==> config.mk <==
export PLATFORM = sky130hd
export DESIGN_NAME = uart_tx_flat
export DESIGN_NICKNAME = d
export VERILOG_FILES = /design/src/rtl/uart_tx_if.sv /design/src/rtl/uart_tx.sv /design/src/flat_wrapper.sv
export SDC_FILE = /design/constraint.sdc
export NUM_CORES = 1
export LEC_CHECK = 0
export CORE_AREA = 8 8 72 74
export DETAILED_ROUTE_END_ITERATION = 8
export DIE_AREA = 0 0 80 82
export HOLD_SLACK_MARGIN = 0.02
export PLACE_DENSITY = 0.72
export SLEW_MARGIN = 30
export SYNTH_ARGS = -nofsm -noshare
export SYNTH_HDL_FRONTEND = slang
export SYNTH_SLANG_ARGS = --single-unit
==> constraint.sdc <==
create_clock -name clk -period 2.09 [get_ports clk]
set_input_delay 0.418 -clock clk [delete_from_list [all_inputs] [get_ports clk]]
set_output_delay 0.418 -clock clk [all_outputs]
set_load 0.01 [all_outputs]
==> src/rtl/uart_tx_if.sv <==
// uart_tx_if: byte handshake from the fabric side plus the serial line and
// status outputs of uart_tx.
interface uart_tx_if;
    logic [7:0] data_in;
    logic       data_valid_in;
    logic       ready;
    logic       tx;
    logic       busy;
    logic       tx_done;

    // Fabric / line side: supplies bytes, observes the line and status.
    modport master (
        output data_in,
        output data_valid_in,
        input  ready,
        input  tx,
        input  busy,
        input  tx_done
    );

    // Transmitter side.
    modport slave (
        input  data_in,
        input  data_valid_in,
        output ready,
        output tx,
        output busy,
        output tx_done
    );
endinterface

==> src/rtl/uart_tx.sv <==
// uart_tx: 8N1 (by default) serial transmitter with a one-byte holding register
// behind the shift register, so back-to-back frames leave no idle gap.
// Optional feature: define UART_TX_PARITY_EN to insert a parity bit after the data.
module uart_tx #(
    parameter int unsigned CLOCK_FREQ = 50000000,
    parameter int unsigned BAUD_RATE  = 9600,
    parameter int unsigned STOP_BITS  = 1,
    parameter int unsigned PARITY_ODD = 0
) (
    input logic      clk,
    input logic      rst,
    uart_tx_if.slave bus
);
    localparam int unsigned CLKS_PER_BIT = CLOCK_FREQ / BAUD_RATE;
    localparam int unsigned CNT_W = ($clog2(CLKS_PER_BIT) > 16) ? $clog2(CLKS_PER_BIT) : 16;
    localparam logic [CNT_W-1:0] LAST_CLK  = CNT_W'(CLKS_PER_BIT - 1);
    localparam logic [2:0]       LAST_STOP = 3'(STOP_BITS - 1);

    // Reject configurations the datapath cannot represent.
    if (CLKS_PER_BIT < 2 || STOP_BITS < 1 || STOP_BITS > 2 || PARITY_ODD > 1) begin : g_bad_cfg
        $error("uart_tx: illegal parameter combination");
    end

    typedef enum logic [2:0] {
        StIdle   = 3'd0,
        StStart  = 3'd1,
        StData   = 3'd2,
`ifdef UART_TX_PARITY_EN
        StParity = 3'd4,
`endif
        StStop   = 3'd3
    } state_e;

    state_e           r_state, w_state_next;
    logic [CNT_W-1:0] r_clk_cnt, w_clk_cnt_next;
    logic [2:0]       r_bit_idx, w_bit_idx_next;
    logic [7:0]       r_shift, w_shift_next;
    logic [7:0]       r_hold;
    logic             r_hold_full;
    logic             r_tx, w_tx_next;
    logic             r_done_pre, r_tx_done;
    logic             w_load, w_stop_last, w_cnt_wrap, w_accept;
`ifdef UART_TX_PARITY_EN
    logic             r_parity;
`endif

    assign w_cnt_wrap = (r_clk_cnt == LAST_CLK);
    assign w_accept   = bus.data_valid_in && !r_hold_full;

    // State, counters and shift register.
    always_ff @(posedge clk) begin
        if (rst) begin
            r_state   <= StIdle;
            r_clk_cnt <= '0;
            r_bit_idx <= '0;
            r_shift   <= '0;
        end else begin
            r_state   <= w_state_next;
            r_clk_cnt <= w_clk_cnt_next;
            r_bit_idx <= w_bit_idx_next;
            r_shift   <= w_shift_next;
        end
    end

    // Next-state logic and the value tx takes on the following edge.
    always_comb begin
        w_state_next   = r_state;
        w_clk_cnt_next = r_clk_cnt;
        w_bit_idx_next = r_bit_idx;
        w_shift_next   = r_shift;
        w_load         = 1'b0;
        w_stop_last    = 1'b0;
        w_tx_next      = 1'b1;
        case (r_state)
            StIdle: begin
                w_load = r_hold_full;
            end
            StStart: begin
                w_tx_next = 1'b0;
                if (w_cnt_wrap) begin
                    w_clk_cnt_next = '0;
                    w_bit_idx_next = '0;
                    w_state_next   = StData;
                end else begin
                    w_clk_cnt_next = r_clk_cnt + 1'b1;
                end
            end
            StData: begin
                w_tx_next = r_shift[0];
                if (w_cnt_wrap) begin
                    w_clk_cnt_next = '0;
                    w_shift_next   = {1'b0, r_shift[7:1]};
                    if (r_bit_idx == 3'd7) begin
                        w_bit_idx_next = '0;
`ifdef UART_TX_PARITY_EN
                        w_state_next   = StParity;
`else
                        w_state_next   = StStop;
`endif
                    end else begin
                        w_bit_idx_next = r_bit_idx + 3'd1;
                    end
                end else begin
                    w_clk_cnt_next = r_clk_cnt + 1'b1;
                end
            end
`ifdef UART_TX_PARITY_EN
            StParity: begin
                w_tx_next = r_parity;
                if (w_cnt_wrap) begin
                    w_clk_cnt_next = '0;
                    w_state_next   = StStop;
                end else begin
                    w_clk_cnt_next = r_clk_cnt + 1'b1;
                end
            end
`endif
            StStop: begin
                if (w_cnt_wrap) begin
                    w_clk_cnt_next = '0;
                    if (r_bit_idx == LAST_STOP) begin
                        w_stop_last  = 1'b1;
                        w_state_next = StIdle;
                        // A waiting byte chains straight into the next start bit.
                        w_load       = r_hold_full;
                    end else begin
                        w_bit_idx_next = r_bit_idx + 3'd1;
                    end
                end else begin
                    w_clk_cnt_next = r_clk_cnt + 1'b1;
                end
            end
            default: begin
                w_state_next = StIdle;
            end
        endcase
        if (w_load) begin
            w_shift_next   = r_hold;
            w_clk_cnt_next = '0;
            w_bit_idx_next = '0;
            w_state_next   = StStart;
        end
    end

    // Holding register; ready is low on the load cycle, so accept and load never overlap.
    always_ff @(posedge clk) begin
        if (rst) begin
            r_hold      <= '0;
            r_hold_full <= 1'b0;
        end else if (w_load) begin
            r_hold_full <= 1'b0;
        end else if (w_accept) begin
            r_hold      <= bus.data_in;
            r_hold_full <= 1'b1;
        end
    end

`ifdef UART_TX_PARITY_EN
    // Parity is captured with the byte so it is stable for the whole frame.
    always_ff @(posedge clk) begin
        if (rst) begin
            r_parity <= 1'b0;
        end else if (w_load) begin
            r_parity <= (^r_hold) ^ PARITY_ODD[0];
        end
    end
`endif

    // Registered line and done pulse; done is delayed one extra cycle so it
    // coincides with the end of the last stop bit as seen on the registered tx.
    always_ff @(posedge clk) begin
        if (rst) begin
            r_tx       <= 1'b1;
            r_done_pre <= 1'b0;
            r_tx_done  <= 1'b0;
        end else begin
            r_tx       <= w_tx_next;
            r_done_pre <= w_stop_last;
            r_tx_done  <= r_done_pre;
        end
    end

    assign bus.ready   = !r_hold_full;
    assign bus.busy    = (r_state != StIdle) || r_hold_full;
    assign bus.tx      = r_tx;
    assign bus.tx_done = r_tx_done;
endmodule

==> src/flat_wrapper.sv <==
// flat-port wrapper written by rule: the top's interface ports become plain ports
module uart_tx_flat 
#(
    parameter int unsigned CLOCK_FREQ = 50000000,
    parameter int unsigned BAUD_RATE  = 9600,
    parameter int unsigned STOP_BITS  = 1,
    parameter int unsigned PARITY_ODD = 0
)
  (clk, rst, bus_data_in, bus_data_valid_in, bus_ready, bus_tx, bus_busy, bus_tx_done);
  uart_tx_if bus_i ();
  input logic clk;
  input logic rst;
  input wire logic [$bits(bus_i.data_in)-1:0] bus_data_in;
  input wire logic [$bits(bus_i.data_valid_in)-1:0] bus_data_valid_in;
  output wire logic [$bits(bus_i.ready)-1:0] bus_ready;
  output wire logic [$bits(bus_i.tx)-1:0] bus_tx;
  output wire logic [$bits(bus_i.busy)-1:0] bus_busy;
  output wire logic [$bits(bus_i.tx_done)-1:0] bus_tx_done;
  assign bus_i.data_in = bus_data_in;
  assign bus_i.data_valid_in = bus_data_valid_in;
  assign bus_ready = bus_i.ready;
  assign bus_tx = bus_i.tx;
  assign bus_busy = bus_i.busy;
  assign bus_tx_done = bus_i.tx_done;
  uart_tx #(.CLOCK_FREQ(CLOCK_FREQ), .BAUD_RATE(BAUD_RATE), .STOP_BITS(STOP_BITS), .PARITY_ODD(PARITY_ODD)) u_core (.clk(clk), .rst(rst), .bus(bus_i));
endmodule
==> results of run 1 <==
## layout make-up
type                            instances  area, um2
Clock buffer                            5       68.8
Clock inverter                          3       46.3
Fill cell                             373       1660
Inverter                                8       30.0
Multi-Input combinational cell        152       1130
Sequential cell                        41        822
Tap cell                               52       65.1
Timing Repair Buffer                   34        315
## worst paths after layout
path	start	end	slack, ns	cells after the start
max	u_core.r_state[0]	u_core.r_shift[4]	0.11	7
min	u_core.r_done_pre	u_core.bus.tx_done	0.47	1
max reg2reg	u_core.r_state[0]	u_core.r_shift[4]	0.11	7
min reg2reg	u_core.r_done_pre	u_core.bus.tx_done	0.47	1
## logic make-up after synthesis
kind of cell	after synthesis
AO/OA/AOI/OAI	21
XOR/XNOR	15
adder cells (fa/ha/maj)	9
buffers and inverters	17
flip-flops	41
multiplexers	19
AND/OR/NAND/NOR	88
## worst max-delay path, cell delays in order, from the launching register on
cell                       delay [ns]
sky130_fd_sc_hd__dfxtp_1         0.33
sky130_fd_sc_hd__inv_2           0.09
sky130_fd_sc_hd__ha_4            0.14
sky130_fd_sc_hd__or4b_4          0.46
sky130_fd_sc_hd__nor4_4          0.36
sky130_fd_sc_hd__buf_12          0.17
sky130_fd_sc_hd__mux2i_1         0.22
sky130_fd_sc_hd__a211oi_2        0.09
## Yosys cell counts, drive strengths merged (2+ instances only)
cell    number  area [um2]
dfxtp       41         821
nor2        31         116
mux2i       17         170
nor3        14        70.1
a211oi       9         103
ha           9         113
inv          8        30.0
nand2        8        30.0
xor2         8        70.1
o21ai        7        50.1
xnor2        7        61.3
clkbuf       6        22.5
nand2b       5        31.3
nand3        5        25.0
nor4         5        61.3
nor2b        4        25.0
a21oi        3        18.8
and3         3        18.8
buf          3        30.0
nand4        3        18.8
mux2         2        22.5
nand4b       2        17.5
nor3b        2        15.0
or4b         2        23.8
## power by group
part	total, mW	internal (mW)	switching [mW]
logic	0.324	0.161	0.163
registers	0.851	0.825	0.0257
clock network	0.637	0.357	0.280
total	1.81	1.34	0.468
## per-layer routing
layer / up-vias / part of all wire (%) / routed length (um)
met4: 0 / 0.60 / 22
met1: 687 / 48 / 1770
li1: 796 / - / -
met5: - / 0 / 0
met2: 17 / 48 / 1760
met3: 2 / 2.9 / 108
## stage by stage
step | instance area [um2] | total power [mW] | std cells | hold WS, ns
6_report | 2480 | 1.81 | 295 | 0.473
5_1_grt | 2480 | 1.90 | 295 | 0.498
3_3_place_gp | 2360 | 1.19 | 287 | 0.458
3_5_place_dp | 2360 | 1.19 | 287 | 0.465
4_1_cts | 2470 | 1.83 | 295 | 0.480
2_1_floorplan | 2030 | 1.08 | 210 | 0.414
## sequential cells by signal, indices dropped and copies added, names as in the netlist
| signal | cells |
|---|---|
| u_core.bus.tx_done | 1 |
| u_core.r_bit_idx | 3 |
| u_core.bus.tx | 1 |
| u_core.r_done_pre | 1 |
| u_core.r_state | 2 |
| u_core.r_hold_full | 1 |
| u_core.r_shift | 8 |
| u_core.r_clk_cnt | 16 |
| u_core.r_hold | 8 |
==> metrics.csv, run 1 <==
metric,value,unit
basic_gate_share_of_the_synthesized_area_counting_and_or_nand_and_nor_cells,24.1,%
dominant_combinational_cell_family_by_area_after_synthesis,simple AND/OR/NAND/NOR gates,
post_cts_setup_buffer_count,0,
antenna_violating_nets_left,0,
cts_resized,1,
sink_count_of_the_clock_tree,41,
power.ir.vdd_worst,0.492,mV
syn_nets,230,
detailedPlacementHpwl,2740,um
chipWidth,80,um
dr_total_vias,1502,
number_of_enable_flip_flop_cells_after_synthesis,0,
synth_sequential_area_ratio,40.8,%
grt_first_pass_wirelength,6270,um
gp_routability_congestion,0.826,
finalSetupViolCount,0,
preCtsSetupSlack,0.0759,ns
timing.final.crit_share,94.8,%
ys.warnings.count,0,
slew-limit-headroom,74.3,%
cts_hold_buf,0,
port_buffers,14,
setup.worst_path.end_class,register,
floorplan.initialDensity,48.6,%
clk_latency,0.29,ns
arrival_worst_endpoint,2.17,ns
grt_antenna_before_repair,0,
tns,0,ns
nets,262,
detail_route.iter0.violations,50,
drt_first_pass_iters,4,
synth.mux.area_fraction,9.58,%
htree_num_levels,2,
finalCriticalPeriod,1.98,ns
max_cap_violations,0,
finalCoreUtilization,59.9,%
critical_path_type,reg2reg,
synth_adder_area_share,5.60,%
use_met3,3.72,%
ys_seq_elements,41,
grt_overflow,0,
clkSlewWorstSetupHoldPaths,0.09,ns
fp.dieArea,6560,um2
worstSetupStartpointType,register,
routed_via_density,5.09,
outcome,"finished, final reports clean",
power.density_cell_area,730,nW/um2
post_synth_num_cell_types,38,
cts_max_path_buffers,2,
worst_pin_slew,0.382,ns
groute.layer.met2.usage,19.6,%
final-max-slew-violation-count,0,
vias_in_the_first_global_route,1436,
setup_slack,0.110,ns
drt-wirelength-per-cell,12.4,um
async_reset_ff_share,0,%
layout.cells.most_common,sky130_fd_sc_hd__dfxtp_1,
num_rows,24,
io_pins,15,
synthesis.area,2010,um2
cp_max_fo,8,
diodes,0,
grt_setup_unrepaired,false,
final.setup_skew,0.0115,ns
cts-buffers-inserted,5,
wirelength,3660,um
crit_path_required_time,2.28,ns
yosys_most_used_dff,sky130_fd_sc_hd__dfxtp_1,
fmax,505,MHz
global_route.usage.total,12.0,%
synth_compound_gate_area_share,9.27,%
post-route-drc-count,0,
layout.cells.most_common_list,"sky130_fd_sc_hd__dfxtp_1, sky130_fd_sc_hd__nor2_1, sky130_fd_sc_hd__buf_4, sky130_fd_sc_hd__mux2i_1",
synthesis_to_layout_area_growth,23.3,%
grtUsageMet1,14.4,%
hold_viol_final,0,
syn-instance-count,210,
post_route_cells_drive_above_1_share,20.6,%
core,4140,um2
tritoncts,done,
clock_tree.root_cell,sky130_fd_sc_hd__clkbuf_8,
path_type_of_the_worst_min_delay_path,reg2reg,
busiest_layer,met2,
largest_net_degree_at_the_start_of_global_routing,21,
avgSynthCellArea,9.58,um2
static-leakage-power,0.923,nW
die_h,82,um
synth_xor_xnor_area_share,6.53,%
Note: power is estimated with default switching activity, not from simulation.
==> run 2, diff against run 1 <==
SKIP_LAST_GASP = 1   (was unset)
==> results of run 2 <==
The final DEF is identical to that of run 1; final timing and power are the same.
==> run 3, diff against run 2 <==
REMOVE_ABC_BUFFERS = 1   (was unset)
==> run 3 against run 2 <==
Final cell count increased by 0.68%. Critical path depth down 1. Non-clock buffer count grew 2. Clock power is 4.1% higher. Core utilization shrank 0.091 points. First-iteration DRC count down 6.0%. Total power is 1.6% higher. Wire length increased by 5.1%. Cell area shrank 0.15%. Flip-flop and latch count stayed put. Combinational power about the same. Critical endpoint is now u_core.r_shift[1]. Largest power group unchanged.
==> metrics.csv, run 3 (synthesis gave the netlist of run 1 again) <==
metric,value,unit,change
outcome,"finished, final reports clean",,unchanged
largest_net_degree_at_the_start_of_global_routing,16,,was 21
tritoncts,done,,unchanged
wirelength,3850,um,was 3660 um
detailedPlacementHpwl,2940,um,was 2740 um
diodes,0,,unchanged
arrival_worst_endpoint,2.16,ns,was 2.17 ns
floorplan.initialDensity,48.6,%,unchanged
hold_viol_final,0,,unchanged
layout.cells.most_common_list,"sky130_fd_sc_hd__dfxtp_1, sky130_fd_sc_hd__nor2_1, sky130_fd_sc_hd__buf_4, sky130_fd_sc_hd__mux2i_1, sky130_fd_sc_hd__nor3_1",,"was sky130_fd_sc_hd__dfxtp_1, sky130_fd_sc_hd__nor2_1, sky130_fd_sc_hd__buf_4, sky130_fd_sc_hd__mux2i_1"
path_delay_family,simple AND/OR/NAND/NOR gates,,unchanged
core,4140,um2,unchanged
layout.cells.most_common,sky130_fd_sc_hd__dfxtp_1,,unchanged
cp_max_fo,8,,unchanged
worstSetupStartpointType,register,,unchanged
grt_setup_unrepaired,false,,unchanged
clkSlewWorstSetupHoldPaths,0.08,ns,was 0.09 ns
timing.critical_path.buf_inv,2,,unchanged
chipWidth,80,um,unchanged
grt_first_pass_wirelength,6480,um,was 6270 um
num_rows,24,,unchanged
place_area,2340,um2,was 2360 um2
power.ir.vdd_worst,0.472,mV,was 0.492 mV
finalCriticalPeriod,1.98,ns,about the same
detail_route.iter0.violations,47,,was 50
finalSetupViolCount,0,,unchanged
routed-wl-met2,1930,um,was 1760 um
post-place-cells,289,,was 287
cts_max_path_buffers,2,,unchanged
routed-wl-met3,103,um,was 108 um
die_h,82,um,unchanged
crit_path_cell_trace,or4bb_1 -> buf_4 -> nor4_4 -> buf_6 -> mux2i_2 -> a211oi_2,,was inv_2 -> ha_4 -> or4b_4 -> nor4_4 -> buf_12 -> mux2i_1 -> a211oi_2
vias_in_the_first_global_route,1513,,"was 1,436"
path_type_of_the_worst_min_delay_path,reg2reg,,unchanged
timing.final.crit_share,94.8,%,about the same
tns,0,ns,unchanged
critical_path_type,reg2reg,,unchanged
final-max-slew-violation-count,0,,unchanged
layout.cell_area.non_filler,2480,um2,about the same
post_route_cells_drive_above_1_share,19.6,%,was 20.6%
uppermost_metal_layer_occupied_by_signal_nets,met4,,unchanged
antenna_violating_nets_left,0,,unchanged
critical_path.slowest_cell,sky130_fd_sc_hd__or4bb_1,,was sky130_fd_sc_hd__or4b_4
sink_count_of_the_clock_tree,41,,unchanged
worstReg2RegStart,u_core.r_clk_cnt[12],,was u_core.r_state[0]
crit-reg2reg-capture,u_core.r_shift[1],,was u_core.r_shift[4]
min_delay_path_depth,1,,unchanged
nets,264,,was 262
dr_total_vias,1566,,"was 1,502"
final.setup_skew,0.00307,ns,was 0.0115 ns
crit_path_required_time,2.27,ns,was 2.28 ns
routedLengthMet1,1720,um,was 1770 um
gp_routability_congestion,0.794,,was 0.826
hold_ws,0.442,ns,was 0.473 ns
cts_hold_buf,0,,unchanged
drt_first_pass_iters,4,,unchanged
p_total,1.84,mW,was 1.81 mW
clk_latency,0.29,ns,about the same
largestRegisters,"u_core.r_clk_cnt (16), u_core.r_hold (8), u_core.r_shift (8)",,unchanged
io_pins,15,,unchanged
critical_path_cell_count,6,,was 7
depth_of_the_most_critical_reg_to_reg_path,6,,was 7
drt-wirelength-per-cell,13.0,um,was 12.4 um
worst_hold_path.endpoint,u_core.bus.tx_done,,unchanged
setup.worst_path.end_class,register,,unchanged
setup_slack,0.109,ns,was 0.110 ns
power.density_cell_area,743,nW/um2,was 730 nW/um2
fmax,505,MHz,about the same
hold_path_startpoint,u_core.r_done_pre,,unchanged
global_route.usage.total,12.5,%,was 12.0%
port_buffers,14,,unchanged
slew-limit-headroom,73.0,%,was 74.3%
grt_antenna_before_repair,0,,unchanged
finalCoreUtilization,59.8,%,was 59.9%
fp.dieArea,6560,um2,unchanged
max_cap_violations,0,,unchanged
synthesis_to_layout_area_growth,23.1,%,was 23.3%
clock_tree.root_cell,sky130_fd_sc_hd__clkbuf_8,,unchanged
post-route-drc-count,0,,unchanged
grt_overflow,0,,unchanged
final_cell_count_no_fill,297,,was 295
cts-buffers-inserted,5,,unchanged
static-leakage-power,0.947,nW,was 0.923 nW
worst_pin_slew,0.401,ns,was 0.382 ns
htree_num_levels,2,,unchanged
max_flop_register,u_core.r_clk_cnt,,unchanged
cp_slowest_stage_delay,0.56,ns,was 0.46 ns
largest_register_ff_count,16,,unchanged
preCtsSetupSlack,-0.0329,ns,was 0.0759 ns
rrSetupSlack,0.11,ns,about the same
routed_via_density,5.27,,was 5.09
## run 3: cell count changes in the layout (fill, tap and decap cells not counted), sizes merged
cell	previous run	this run
clkdlybuf4s50	14	13
buf	20	22
clkinv	1	0
clkbuf	5	6
dlymetal6s2s	0	1
## run 3: final cells by class
class                   instances  area [um2]
clock buffers                   6        82.6
clock inverters                 2        37.5
fillers                       383        1670
inverters                       8        30.0
multi-input cells             152        1120
flip-flops and latches         41         822
well taps                      52        65.1
repair buffers                 36         324
## run 3: how the worst max path moves through the flow
stage	startpoint	endpoint	slack, ns
6_report	u_core.r_clk_cnt[12]	u_core.r_shift[1]	0.11
5_1_grt	u_core.r_clk_cnt[0]	u_core.r_shift[1]	0.02
4_1_cts	u_core.r_state[1]	bus_busy	0.008
3_5_place_dp	u_core.r_state[0]	u_core.r_shift[1]	-0.03
3_3_place_gp	u_core.r_state[0]	u_core.r_shift[5]	0.06
2_1_floorplan	u_core.r_clk_cnt[5]	u_core.r_shift[0]	-0.20
## run 3: repair_timing
action	4_1_cts	5_1_grt
resized for setup	3	2
endpoints found under the setup margin	3	1
buffers inserted	0	0
gates cloned	0	0
## run 3: worst register-to-register path: cells and delay by family (launching register included)
kind | cells | cell delay, ns
muxes | 1 | 0.24
DFF | 1 | 0.37
AOI/OAI and AO/OA | 1 | 0.09
and+or+nand+nor | 2 | 0.81
buffers and inverters | 2 | 0.37
## run 3: power by group
group          internal [mW]  total (mW)  leakage [nW]  switching [mW]
sequential             0.825       0.852         0.334          0.0268
clock                  0.388       0.663        0.0574           0.275
combinational          0.159       0.326         0.556           0.167
## run 3: routing by layer
| layer | vias to the layer above | global-route usage [%] |
|---|---|---|
| li1 | 797 | - |
| met1 | 734 | 13.9 |
| met2 | 23 | 21.7 |
| met3 | 12 | 3.61 |
| met4 | 0 | 5.27 |
| met5 | - | 0 |
